File: config.mk
export PLATFORM = sky130hd
export DESIGN_NAME = k12_alu_seq
export DESIGN_NICKNAME = d
export VERILOG_FILES = /design/src/rtl/k12_alu_pkg.sv /design/src/rtl/k12_alu_iter.sv /design/src/rtl/k12_alu_seq.sv
export SDC_FILE = /design/constraint.sdc
export NUM_CORES = 1
export LEC_CHECK = 0
export ABC_AREA = 0
export ABC_CLOCK_PERIOD_IN_PS = 9200
export BUFFER_PORTS_ARGS = -buffer_cell sky130_fd_sc_hd__buf_2
export CAP_MARGIN = 20
export CORE_MARGIN = 1
export CORE_UTILIZATION = 50
export DETAILED_ROUTE_END_ITERATION = 8
export PLACE_DENSITY_LB_ADDON = 0.12
export SLEW_MARGIN = 20
export SYNTH_ARGS = -nofsm -noshare
export SYNTH_HDL_FRONTEND = slang
export SYNTH_SLANG_ARGS = --single-unit
File: constraint.sdc
create_clock -name clk -period 9.2 [get_ports clk]
set_input_delay 0.46 -clock clk [delete_from_list [all_inputs] [get_ports clk]]
set_output_delay 0.46 -clock clk [all_outputs]
set_load 0.03 [all_outputs]
File: src/rtl/k12_alu_pkg.sv
// Shared constants for the K12 sequential ALU: op codes, condition selects, FSM and iterator encodings.
// Latency: n/a (declarations only).
// Backpressure: n/a.
package k12_alu_pkg;

    // Operation codes
    localparam logic [3:0] OP_PASSA = 4'd0;
    localparam logic [3:0] OP_AND   = 4'd1;
    localparam logic [3:0] OP_OR    = 4'd2;
    localparam logic [3:0] OP_XOR   = 4'd3;
    localparam logic [3:0] OP_ADD   = 4'd4;
    localparam logic [3:0] OP_SUB   = 4'd5;
    localparam logic [3:0] OP_ADC   = 4'd6;
    localparam logic [3:0] OP_SBC   = 4'd7;
    localparam logic [3:0] OP_ASR1  = 4'd8;
    localparam logic [3:0] OP_PASSB = 4'd9;
    localparam logic [3:0] OP_SHL_N = 4'd10;
    localparam logic [3:0] OP_SHR_N = 4'd11;
    localparam logic [3:0] OP_ASR_N = 4'd12;
    localparam logic [3:0] OP_MUL   = 4'd13;

    // Condition selects
    localparam logic [2:0] CS_Z       = 3'd0;
    localparam logic [2:0] CS_N       = 3'd1;
    localparam logic [2:0] CS_BORROW  = 3'd2;
    localparam logic [2:0] CS_V       = 3'd3;
    localparam logic [2:0] CS_BORROW2 = 3'd4;
    localparam logic [2:0] CS_ULE     = 3'd5;
    localparam logic [2:0] CS_SLT     = 3'd6;
    localparam logic [2:0] CS_SLE     = 3'd7;

    // Top-level FSM encoding
    typedef enum logic [1:0] {
        ST_IDLE = 2'd0,
        ST_BUSY = 2'd1,
        ST_DONE = 2'd2
    } state_t;

    // Iterative unit operation kind
    typedef enum logic [1:0] {
        IT_SHL = 2'd0,
        IT_SHR = 2'd1,
        IT_ASR = 2'd2,
        IT_MUL = 2'd3
    } iter_kind_t;

    // Ops that drive the adder result and load the carry register
    function automatic logic is_arith(input logic [3:0] op);
        return (op == OP_ADD) || (op == OP_SUB) || (op == OP_ADC) || (op == OP_SBC);
    endfunction

endpackage

File: src/rtl/k12_alu_iter.sv
// Iterative datapath: one-bit-per-cycle shifter and (optionally) shift-add unsigned multiplier.
// Latency: cnt_i cycles after start_i; last_o marks the cycle whose step_*_o is the final result.
// Backpressure: none; the owner only starts it when idle and must capture the result on last_o.
//
// Ports: clk/rst_n; start_i loads kind_i, cnt_i, opa_i (and opb_i); step_lo_o/step_hi_o are the
// combinational next-step values; last_o is high while the final step is being computed.
// Build option: K12_ALU_MUL_EN adds the multiplier (opb_i port, high-half and multiplicand registers).
module k12_alu_iter
    import k12_alu_pkg::*;
#(
    parameter  int WIDTH = 8,
    localparam int CW    = $clog2(WIDTH) + 1
) (
    input  logic             clk,
    input  logic             rst_n,
    input  logic             start_i,
    input  iter_kind_t       kind_i,
    input  logic [CW-1:0]    cnt_i,
    input  logic [WIDTH-1:0] opa_i,
`ifdef K12_ALU_MUL_EN
    input  logic [WIDTH-1:0] opb_i,
`endif
    output logic [WIDTH-1:0] step_lo_o,
    output logic [WIDTH-1:0] step_hi_o,
    output logic             last_o
);

    logic [CW-1:0]    count_q;
    iter_kind_t       kind_q;
    logic [WIDTH-1:0] lo_q;

`ifdef K12_ALU_MUL_EN
    logic [WIDTH-1:0] hi_q;
    logic [WIDTH-1:0] mcand_q;
    logic [WIDTH:0]   psum;
`endif

    always_comb begin
        step_lo_o = lo_q;
        step_hi_o = '0;
`ifdef K12_ALU_MUL_EN
        step_hi_o = hi_q;
        // Add the multiplicand when the current multiplier bit (lo_q[0]) is set,
        // then shift the {carry, hi, lo} product register right by one.
        psum = {1'b0, hi_q} + (lo_q[0] ? {1'b0, mcand_q} : {(WIDTH+1){1'b0}});
`endif
        case (kind_q)
            IT_SHL: step_lo_o = {lo_q[WIDTH-2:0], 1'b0};
            IT_SHR: step_lo_o = {1'b0, lo_q[WIDTH-1:1]};
            IT_ASR: step_lo_o = {lo_q[WIDTH-1], lo_q[WIDTH-1:1]};
`ifdef K12_ALU_MUL_EN
            IT_MUL: {step_hi_o, step_lo_o} = {psum, lo_q[WIDTH-1:1]};
`endif
            default: ;
        endcase
    end

    assign last_o = (count_q == CW'(1));

    always_ff @(posedge clk or negedge rst_n) begin
        if (!rst_n) begin
            count_q <= '0;
            kind_q  <= IT_SHL;
            lo_q    <= '0;
`ifdef K12_ALU_MUL_EN
            hi_q    <= '0;
            mcand_q <= '0;
`endif
        end else if (start_i) begin
            count_q <= cnt_i;
            kind_q  <= kind_i;
`ifdef K12_ALU_MUL_EN
            // For MUL the low half starts as the multiplier and is consumed LSB first.
            lo_q    <= (kind_i == IT_MUL) ? opb_i : opa_i;
            hi_q    <= '0;
            mcand_q <= opa_i;
`else
            lo_q    <= opa_i;
`endif
        end else if (count_q != '0) begin
            count_q <= count_q - CW'(1);
            lo_q    <= step_lo_o;
`ifdef K12_ALU_MUL_EN
            hi_q    <= step_hi_o;
`endif
        end
    end

endmodule

File: src/rtl/k12_alu_seq.sv
// Registered K12 ALU with valid/ready handshake, persistent ADC/SBC carry and iterative shift/multiply.
// Latency: 1 cycle single-cycle ops and zero shifts, N+1 for shift by N, WIDTH+1 for MUL.
// Backpressure: result held in DONE until out_ready; in_ready only in IDLE (max 1 op / 2 cycles).
//
// Ports: clk, rst_n (async active-low); in_valid/in_ready with op, a, b, imm, use_imm, cond_sel,
// cond_inv sampled at accept; out_valid/out_ready with res, res_hi, cond; carry is the live carry reg.
// Build option: K12_ALU_MUL_EN enables op 13 (MUL); otherwise op 13 behaves as a reserved op.
module k12_alu_seq
    import k12_alu_pkg::*;
#(
    parameter  int WIDTH = 8,
    localparam int SHW   = $clog2(WIDTH)
) (
    input  logic             clk,
    input  logic             rst_n,
    input  logic             in_valid,
    output logic             in_ready,
    input  logic [3:0]       op,
    input  logic [WIDTH-1:0] a,
    input  logic [WIDTH-1:0] b,
    input  logic [WIDTH-1:0] imm,
    input  logic             use_imm,
    input  logic [2:0]       cond_sel,
    input  logic             cond_inv,
    output logic             out_valid,
    input  logic             out_ready,
    output logic [WIDTH-1:0] res,
    output logic [WIDTH-1:0] res_hi,
    output logic             cond,
    output logic             carry
);

    localparam int CW = SHW + 1;

`ifdef K12_ALU_MUL_EN
    localparam bit MUL_EN = 1'b1;
`else
    localparam bit MUL_EN = 1'b0;
`endif

    state_t           state_q, state_d;
    logic [WIDTH-1:0] res_q, res_d;
    logic [WIDTH-1:0] res_hi_q, res_hi_d;
    logic             cond_q, cond_d;
    logic             carry_q, carry_d;

    // Single-cycle datapath
    logic [WIDTH-1:0] b_eff;
    logic             add_mode;
    logic [WIDTH-1:0] addend;
    logic             cin;
    logic [WIDTH-1:0] sum;
    logic             cout;
    logic             f_z, f_n, f_b, f_v, f_slt;
    logic             cond_pick;
    logic [SHW-1:0]   shamt;
    logic [WIDTH-1:0] sc_res;
    logic             is_shift, is_mul, is_rsv, need_iter;

    // Iterative unit interface
    logic             iter_start;
    iter_kind_t       iter_kind;
    logic [CW-1:0]    iter_cnt;
    logic [WIDTH-1:0] step_lo, step_hi;
    logic             iter_last;

    always_comb begin
        b_eff    = use_imm ? imm : b;
        // Only ADD/ADC add; every other op runs a compare (A - B') so flags are always meaningful.
        add_mode = (op == OP_ADD) || (op == OP_ADC);
        addend   = add_mode ? b_eff : ~b_eff;
        if ((op == OP_ADC) || (op == OP_SBC)) begin
            cin = carry_q;
        end else begin
            cin = ~add_mode;
        end
        {cout, sum} = {1'b0, a} + {1'b0, addend} + {{WIDTH{1'b0}}, cin};

        f_z   = (sum == '0);
        f_n   = sum[WIDTH-1];
        f_b   = ~cout;
        // Overflow: both adder inputs share a sign that differs from the result's sign.
        f_v   = (a[WIDTH-1] == addend[WIDTH-1]) && (sum[WIDTH-1] != a[WIDTH-1]);
        f_slt = f_n ^ f_v;

        case (cond_sel)
            CS_Z:       cond_pick = f_z;
            CS_N:       cond_pick = f_n;
            CS_BORROW:  cond_pick = f_b;
            CS_V:       cond_pick = f_v;
            CS_BORROW2: cond_pick = f_b;
            CS_ULE:     cond_pick = f_z | f_b;
            CS_SLT:     cond_pick = f_slt;
            CS_SLE:     cond_pick = f_z | f_slt;
            default:    cond_pick = 1'b0;
        endcase

        shamt     = b_eff[SHW-1:0];
        is_shift  = (op == OP_SHL_N) || (op == OP_SHR_N) || (op == OP_ASR_N);
        is_mul    = (op == OP_MUL) && MUL_EN;
        is_rsv    = (op == 4'd14) || (op == 4'd15) || ((op == OP_MUL) && !MUL_EN);
        need_iter = (is_shift && (shamt != '0)) || is_mul;

        // Zero-amount shifts, reserved ops and disabled MUL all fall to the default (pass A).
        case (op)
            OP_AND:   sc_res = a & b_eff;
            OP_OR:    sc_res = a | b_eff;
            OP_XOR:   sc_res = a ^ b_eff;
            OP_ADD,
            OP_SUB,
            OP_ADC,
            OP_SBC:   sc_res = sum;
            OP_ASR1:  sc_res = {a[WIDTH-1], a[WIDTH-1:1]};
            OP_PASSB: sc_res = b_eff;
            default:  sc_res = a;
        endcase

        case (op)
            OP_SHL_N: iter_kind = IT_SHL;
            OP_SHR_N: iter_kind = IT_SHR;
            OP_ASR_N: iter_kind = IT_ASR;
            default:  iter_kind = IT_MUL;
        endcase
        iter_cnt = is_mul ? CW'(WIDTH) : {1'b0, shamt};
    end

    // Next-state and output-register logic
    always_comb begin
        state_d    = state_q;
        res_d      = res_q;
        res_hi_d   = res_hi_q;
        cond_d     = cond_q;
        carry_d    = carry_q;
        iter_start = 1'b0;

        case (state_q)
            ST_IDLE: begin
                if (in_valid) begin
                    cond_d = is_rsv ? 1'b0 : (cond_pick ^ cond_inv);
                    if (is_arith(op)) begin
                        carry_d = cout;
                    end
                    if (need_iter) begin
                        iter_start = 1'b1;
                        state_d    = ST_BUSY;
                    end else begin
                        res_d    = sc_res;
                        res_hi_d = '0;
                        state_d  = ST_DONE;
                    end
                end
            end
            ST_BUSY: begin
                // Capture the final step directly from the iterator's next-value outputs.
                if (iter_last) begin
                    res_d    = step_lo;
                    res_hi_d = step_hi;
                    state_d  = ST_DONE;
                end
            end
            ST_DONE: begin
                if (out_ready) begin
                    state_d = ST_IDLE;
                end
            end
            default: state_d = ST_IDLE;
        endcase
    end

    always_ff @(posedge clk or negedge rst_n) begin
        if (!rst_n) begin
            state_q  <= ST_IDLE;
            res_q    <= '0;
            res_hi_q <= '0;
            cond_q   <= 1'b0;
            carry_q  <= 1'b0;
        end else begin
            state_q  <= state_d;
            res_q    <= res_d;
            res_hi_q <= res_hi_d;
            cond_q   <= cond_d;
            carry_q  <= carry_d;
        end
    end

    k12_alu_iter #(
        .WIDTH (WIDTH)
    ) u_iter (
        .clk       (clk),
        .rst_n     (rst_n),
        .start_i   (iter_start),
        .kind_i    (iter_kind),
        .cnt_i     (iter_cnt),
        .opa_i     (a),
`ifdef K12_ALU_MUL_EN
        .opb_i     (b_eff),
`endif
        .step_lo_o (step_lo),
        .step_hi_o (step_hi),
        .last_o    (iter_last)
    );

    assign in_ready  = (state_q == ST_IDLE);
    assign out_valid = (state_q == ST_DONE);
    assign res       = res_q;
    assign res_hi    = res_hi_q;
    assign cond      = cond_q;
    assign carry     = carry_q;

endmodule

After elaboration in Yosys (flattened, before gate mapping) --
Cells that the tools add are included.
Cells by class: $add $sub $neg 3, reductions and logical operators 25, equality and inequality tests 33, bitwise operators 10, multiplexer cells 28
Operator list (count):
- $mux 8 | 10
- $pmux 8 s6 | 1
- $eq 4x4->1 const B | 8
- $pmux 8 s2 | 2
- $pmux 8 s3 | 1
- $eq 4x3->1 const B | 4
- $eq 3x3->1 const B | 4
- $pmux 2 s3 | 2
- $add 8x8->9 | 1
- $add 9x1->9 | 1
- $logic_or 1x1->1 | 9
- $and 8x8->8 | 1
- $eq 4x1->1 const B | 2
- $eq 4x2->1 const B | 2
- $logic_not 8->1 | 1
- $mux 2 | 4
- $mux 4 | 2
- $not 8->8 | 1
- $or 8x8->8 | 1
- $xor 8x8->8 | 1
- $pmux 1 s7 | 1
- $eq 3x2->1 const B | 2
- $ne 2x2->1 const B | 3
- $reduce_and 3->1 | 2
- 21 further kinds | 33
Word-level totals: output and inout bits 20, word-level logic and storage cells 107, input port bits 37, bits in registers 34

Longest topological paths before layout --
depth in word-level cells 12, depth in mapped cells 20

Modules after synthesis --
From an unflattened synthesis, not the netlist that was laid out.
Second synthesis, totals: cell total of the unflattened synthesis 389, area, all modules 3348.2 µm²
By module, submodules not included:
- k12_alu_seq | cells each 282, instances 1, seq. area each 500.5 µm², area each 2264.7 µm²
- k12_alu_iter | cells each 107, instances 1, seq. area each 350.3 µm², area each 1083.5 µm²

Worst setup path before layout --
No wires, ideal clock.
path type input to register, from in op[0], to reg cond_q (netlist: cond), buffers on the path 3, slack 4.740 ns, arrival time 4.365 ns, stages on the path 20, required time 9.105 ns, cells stage by stage buf_2 > clkbuf_1 > clkbuf_1 > nor2_2 > xnor2_1 > fa_1 > a211oi_2 > o21bai_1 > a21oi_2 > and2b_1 > o21ai_0 > nand2b_1 > fa_1 > nor2_1 > nand2_1 > nor3_1 > nand3_1 > or3_1 > and3b_1 > o31ai_1
Between the ends: word-level cells in the longest chain between the ends 12
RTL lines:
- from (decl) | line k12_alu_seq.sv:18 | input logic [3:0] op,
- $eq 4x3->1, on equally long branches | line k12_alu_seq.sv:70, k12_alu_seq.sv:72
- $logic_or 1x1->1 | line k12_alu_seq.sv:70 | add_mode = (op == OP_ADD) || (op == OP_ADC);
- $mux 8 / $not 1->1 (equally long branches) | line k12_alu_seq.sv:71, k12_alu_seq.sv:75
- $add 8x8->9 / $mux 1 (equally long branches) | line k12_alu_seq.sv:77, k12_alu_seq.sv:72
- $add 9x1->9 | line k12_alu_seq.sv:77 | {cout, sum} = {1'b0, a} + {1'b0, addend} + {{WIDTH{1'b0}}, cin};
- $ne 1x1->1 | line k12_alu_seq.sv:83 | f_v = (a[WIDTH-1] == addend[WIDTH-1]) && (sum[WIDTH-1] != a[WIDTH-1]);
- $logic_and 1x1->1 | line k12_alu_seq.sv:83
- $xor 1x1->1 | line k12_alu_seq.sv:84 | f_slt = f_n ^ f_v;
- $or 1x1->1 | line k12_alu_seq.sv:94 | CS_SLE: cond_pick = f_z | f_slt;
- $pmux 1 s7 | line k12_alu_seq.sv:86 | case (cond_sel)
- $xor 1x1->1 | line k12_alu_seq.sv:139 | cond_d = is_rsv ? 1'b0 : (cond_pick ^ cond_inv);
- $mux 1 (*) | line k12_alu_seq.sv:139
- to (signal assigned) | line k12_alu_seq.sv:181 | cond_q <= cond_d;
- to (decl) | line k12_alu_seq.sv:44 | logic cond_q, cond_d;
Mark *: on every way between the ends. The rest lies on a longest branch, timed or not. A chain may end at the register's enable or synchronous reset.

Final worst setup path --
from in op[3], to reg cond_q (netlist: cond)
Same word-level chain as after synthesis.

==> qor.csv <==
stage,metric,value,unit
power,worst vdd ir,104.0,uV
timing,endpoints failing hold,0,
finish,final net count,484,
power,clock network power share,12.1,%
timing,crit path time final,4.440,ns
placed_design,GP Congestion,0.9255,
synth,cell with the most instances after synthesis,nand2_1,
floorplanning,core area,5642,um^2
timing,total negative setup slack,0,ns
setup_path,WS Path Type,in -> reg,
global_routing,largest net degree at the start of global routing,29,
synth,count of cell types in the netlist,61,
floorplanning,num rows,27,
placed_design,placed cell areas,3189,um^2
power,Net Sw Frac,47.75,%
clock_network,CTS Buf Count,3,
clock_network,worst skew pair latency,0.27,ns
routing,Routed WL,7998,um
synth,Synth Area in Simple Gates,19.12,%
routing,vias post-DR,2870,
outcome,status,"finished, final reports clean",
clock_network,Max H-tree Level,1,
power,Final Power,0.7834,mW
finish,"Design Area, Final",3261,um^2
setup_path,FF-to-FF setup slack,5.57,ns
setup_path,Crit Path Max Fanout,18,
synth,Synth Area in XOR/XNOR,4.393,%
power,proportion of power drawn by combinational gates,57.3,%
setup_path,CP required,9.39,ns
power,sw power,0.3741,mW
timing,clk_skew,0.01062,ns
synth,Post-synth top cells,"34 x nand2_1, 33 x nor2_1, 32 x o21ai_0, 31 x a21oi_1",
placed_design,DP HPWL,6306,um
timing,RSZ-0062 raised after global routing,false,
synth,Post-Syn Area,2990,um^2
synth,synthesis warning total,0,
synth,"FFs w/ async S/R, synth",100.0,%
clock_network,postcts setup bufs,0,
finish,filler cell count,518,
setup_path,CP Launch Type,input pin,
timing,Worst Tran Pin Value,0.9805,ns
finish,P&R area growth vs syn,9.038,%
routing,initial DRC count,185,
synth,Synth area leader,dfrtp_1,
global_routing,first-pass GRT wire length,13230,um
synth,number of synthesized flops with an enable pin,0,
clock_network,# resized after CTS,0,
setup_path,RR Endpoint,cond$_DFFE_PN0P_,
power,pwr/cell area,240.2,nW/um^2
floorplanning,I/O pin count,57,
synth,share of the synthesized area in the top cell type,21.76,%
synth,post-synthesis adder-cell area fraction,12.89,%
synth,ys flop type,dfrtp_1,
synth,synth top area cells,"dfrtp_1 22%, ha_1 11%, o21ai_0 5.4%, a21oi_1 5.2%, nand2_1 4.3%",
routing,drc violations,0,
synth,"Seq/Total Area, Yosys",21.76,%
synth,Yosys reg bits,26,
job,Max Cap Violations,0,
routing,Post-DRT Antenna Nets,0,
clock_network,Worst-path clk slew,0.10,ns
synth,largest family of logic cells by synthesized area,compound AO/OA/AOI/OAI gates,
clock_network,clock root cell,clkbuf_8,
clock_network,Hold Buf Count CTS,0,
synth,Synth Area per Inst,7.767,um^2
power,Cell Int Power,0.4093,mW
synth,Cells after Synth,385,
clock_network,clock buffer depth,2,
floorplanning,Die Width,79.34,um
synth,mux cell area share after synthesis,6.067,%
timing,max_slew headroom,34.56,%
min_path,worst min path class,in -> async,
clock_network,CTS Sinks,26,
routing,DRT Pass-1 Iters,4,
setup_path,Worst EP arrival,4.63,ns
finish,layout cell share with drive strength beyond 1,17.03,%
floorplanning,Initial Util,53.01,%
timing,Max Fclk,225.2,MHz
clock_network,CTS tree,done,
floorplanning,Die H,79.34,um
global_routing,GRT overflow,0,
routing,drt wl/cell,16.36,um
global_routing,Total GRT Usage,27.09,%
floorplanning,die area,6294,um^2
setup_path,kind of end point of the critical path,flip-flop,
placed_design,port buffer count,48,
setup_path,Reg-to-Reg Start,carry$_DFFE_PN0P_,
finish,antenna cell count,0,
timing,Final period util,48.27,%
global_routing,initial antenna violation count,0,
power,Flop pwr share,30.6,%
timing,Finish-stage setup viols,0,
timing,Pins Over Slew Limit,0,
global_routing,number of global-route vias before repair,2651,
routing,vias per std cell,5.869,
setup_path,Reg2Reg Depth,17,
power,P_leak,1.520,nW
synth,Synth Area in Compound Gates,26.99,%
layout make-up:
cell class                 instances  area (um^2)  share of cell area (%)
multi-input combinational        313         2107                   64.62
sequential                        26        650.6                   19.95
timing repair buffer              49        247.7                   7.598
inverter                          25        93.84                   2.878
tap                               72        90.09                   2.763
clock buffer                       3        41.29                   1.266
clock inverter                     1        30.03                  0.9210
kinds of logic after synthesis:
| family | count (synthesis) |
|---|---|
| AOI/OAI and AO/OA | 125 |
| xor gates and xnor gates | 15 |
| adders and majority gates | 29 |
| buffers and inverters | 53 |
| DFF | 26 |
| muxes | 16 |
| other | 1 |
| and+or+nand+nor | 120 |
worst max path at each step:
stage	to	from	cells after the start
global placement	cond$_DFFE_PN0P_	op[3]	20
finish	cond$_DFFE_PN0P_	op[3]	20
floorplan	cond$_DFFE_PN0P_	op[0]	20
global route	cond$_DFFE_PN0P_	op[3]	20
detailed placement	cond$_DFFE_PN0P_	op[3]	20
CTS	cond$_DFFE_PN0P_	op[3]	20
per-layer routing:
| layer | GRT usage, % | up-vias | share of wire, % | wire [um] |
|---|---|---|---|---|
| li1 | - | 1421 | - | - |
| met1 | 37.10 | 1357 | 45 | 3599 |
| met2 | 45.43 | 82 | 48 | 3879 |
| met3 | 1.149 | 10 | 4.2 | 335 |
| met4 | 9.091 | 0 | 2.3 | 182 |
| met5 | 0 | - | 0 | 0 |
sequential cells by signal, summed over array words and instances, names as in the netlist:
register	cells
carry	1
u_iter.count_q	4
state_q	2
u_iter.kind_q	2
u_iter.lo_q	8
res	8
cond	1
metrics by stage:
stage                     util, %  worst slack (ns)  hold WS [ns]  cells
final                       57.80             4.760        0.1850    489
after global routing        57.80             4.320        0.2236    489
after CTS                   57.80             4.737        0.2060    489
after detailed placement    56.53             4.451        0.4604    485
after global placement      56.53             4.584        0.4563    485
after floorplan                 -             4.740        0.1644    392
cells in the final DEF (no fill, tap or decap), types with 2 or more instances in the layout:
cell type   n
o211ai_1    5
inv_1      22
a211o_1     2
mux2i_1     8
nor2_2      2
o21ai_0    32
a22o_1      3
a211oi_1    5
a22oi_1     6
fa_1        3
nand3_1     8
a211oi_2    2
nor2b_1     7
conb_1      8
a21o_1      6
xnor2_1    14
clkbuf_8    3
o31a_1      2
a31oi_1     2
mux2_4      3
a21oi_1    31
ha_1       26
inv_2       3
a221oi_1    3
o31ai_1     5
nand2_1    34
nand2b_1    8
mux2_2      5
o21ai_1     4
a221o_1     2
o221ai_1    3
nor3b_1     2
nor2_1     33
dfrtp_1    26
buf_2      48
and2_1      4
nor3_1     12
o22ai_1     3
power groups by stage:
stage	Sequential, mW	Combinational [mW]	Clock, mW
finish	0.240	0.449	0.0949
global route	0.249	0.501	0.101
CTS	0.238	0.449	0.0963
global placement	0.238	0.442	0
floorplan	0.246	0.337	0
detailed placement	0.241	0.446	0
worst max-delay path, stage by stage:
cell and delay, ns:
buf_2 0.20, inv_1 0.20, nand2_1 0.17, nor2_2 0.42, xnor2_1 0.17, fa_1 0.46, a211oi_2 0.19, o21bai_1 0.11
a21oi_2 0.16, and2b_1 0.19, o21ai_0 0.13, nand2b_1 0.08, fa_1 0.50, nor2_1 0.13, nand2_1 0.06, nor3_1 0.17
nand3_1 0.08, or3_1 0.39, and3b_1 0.19, o31ai_1 0.17
Note: power is estimated with default switching activity, not from simulation.
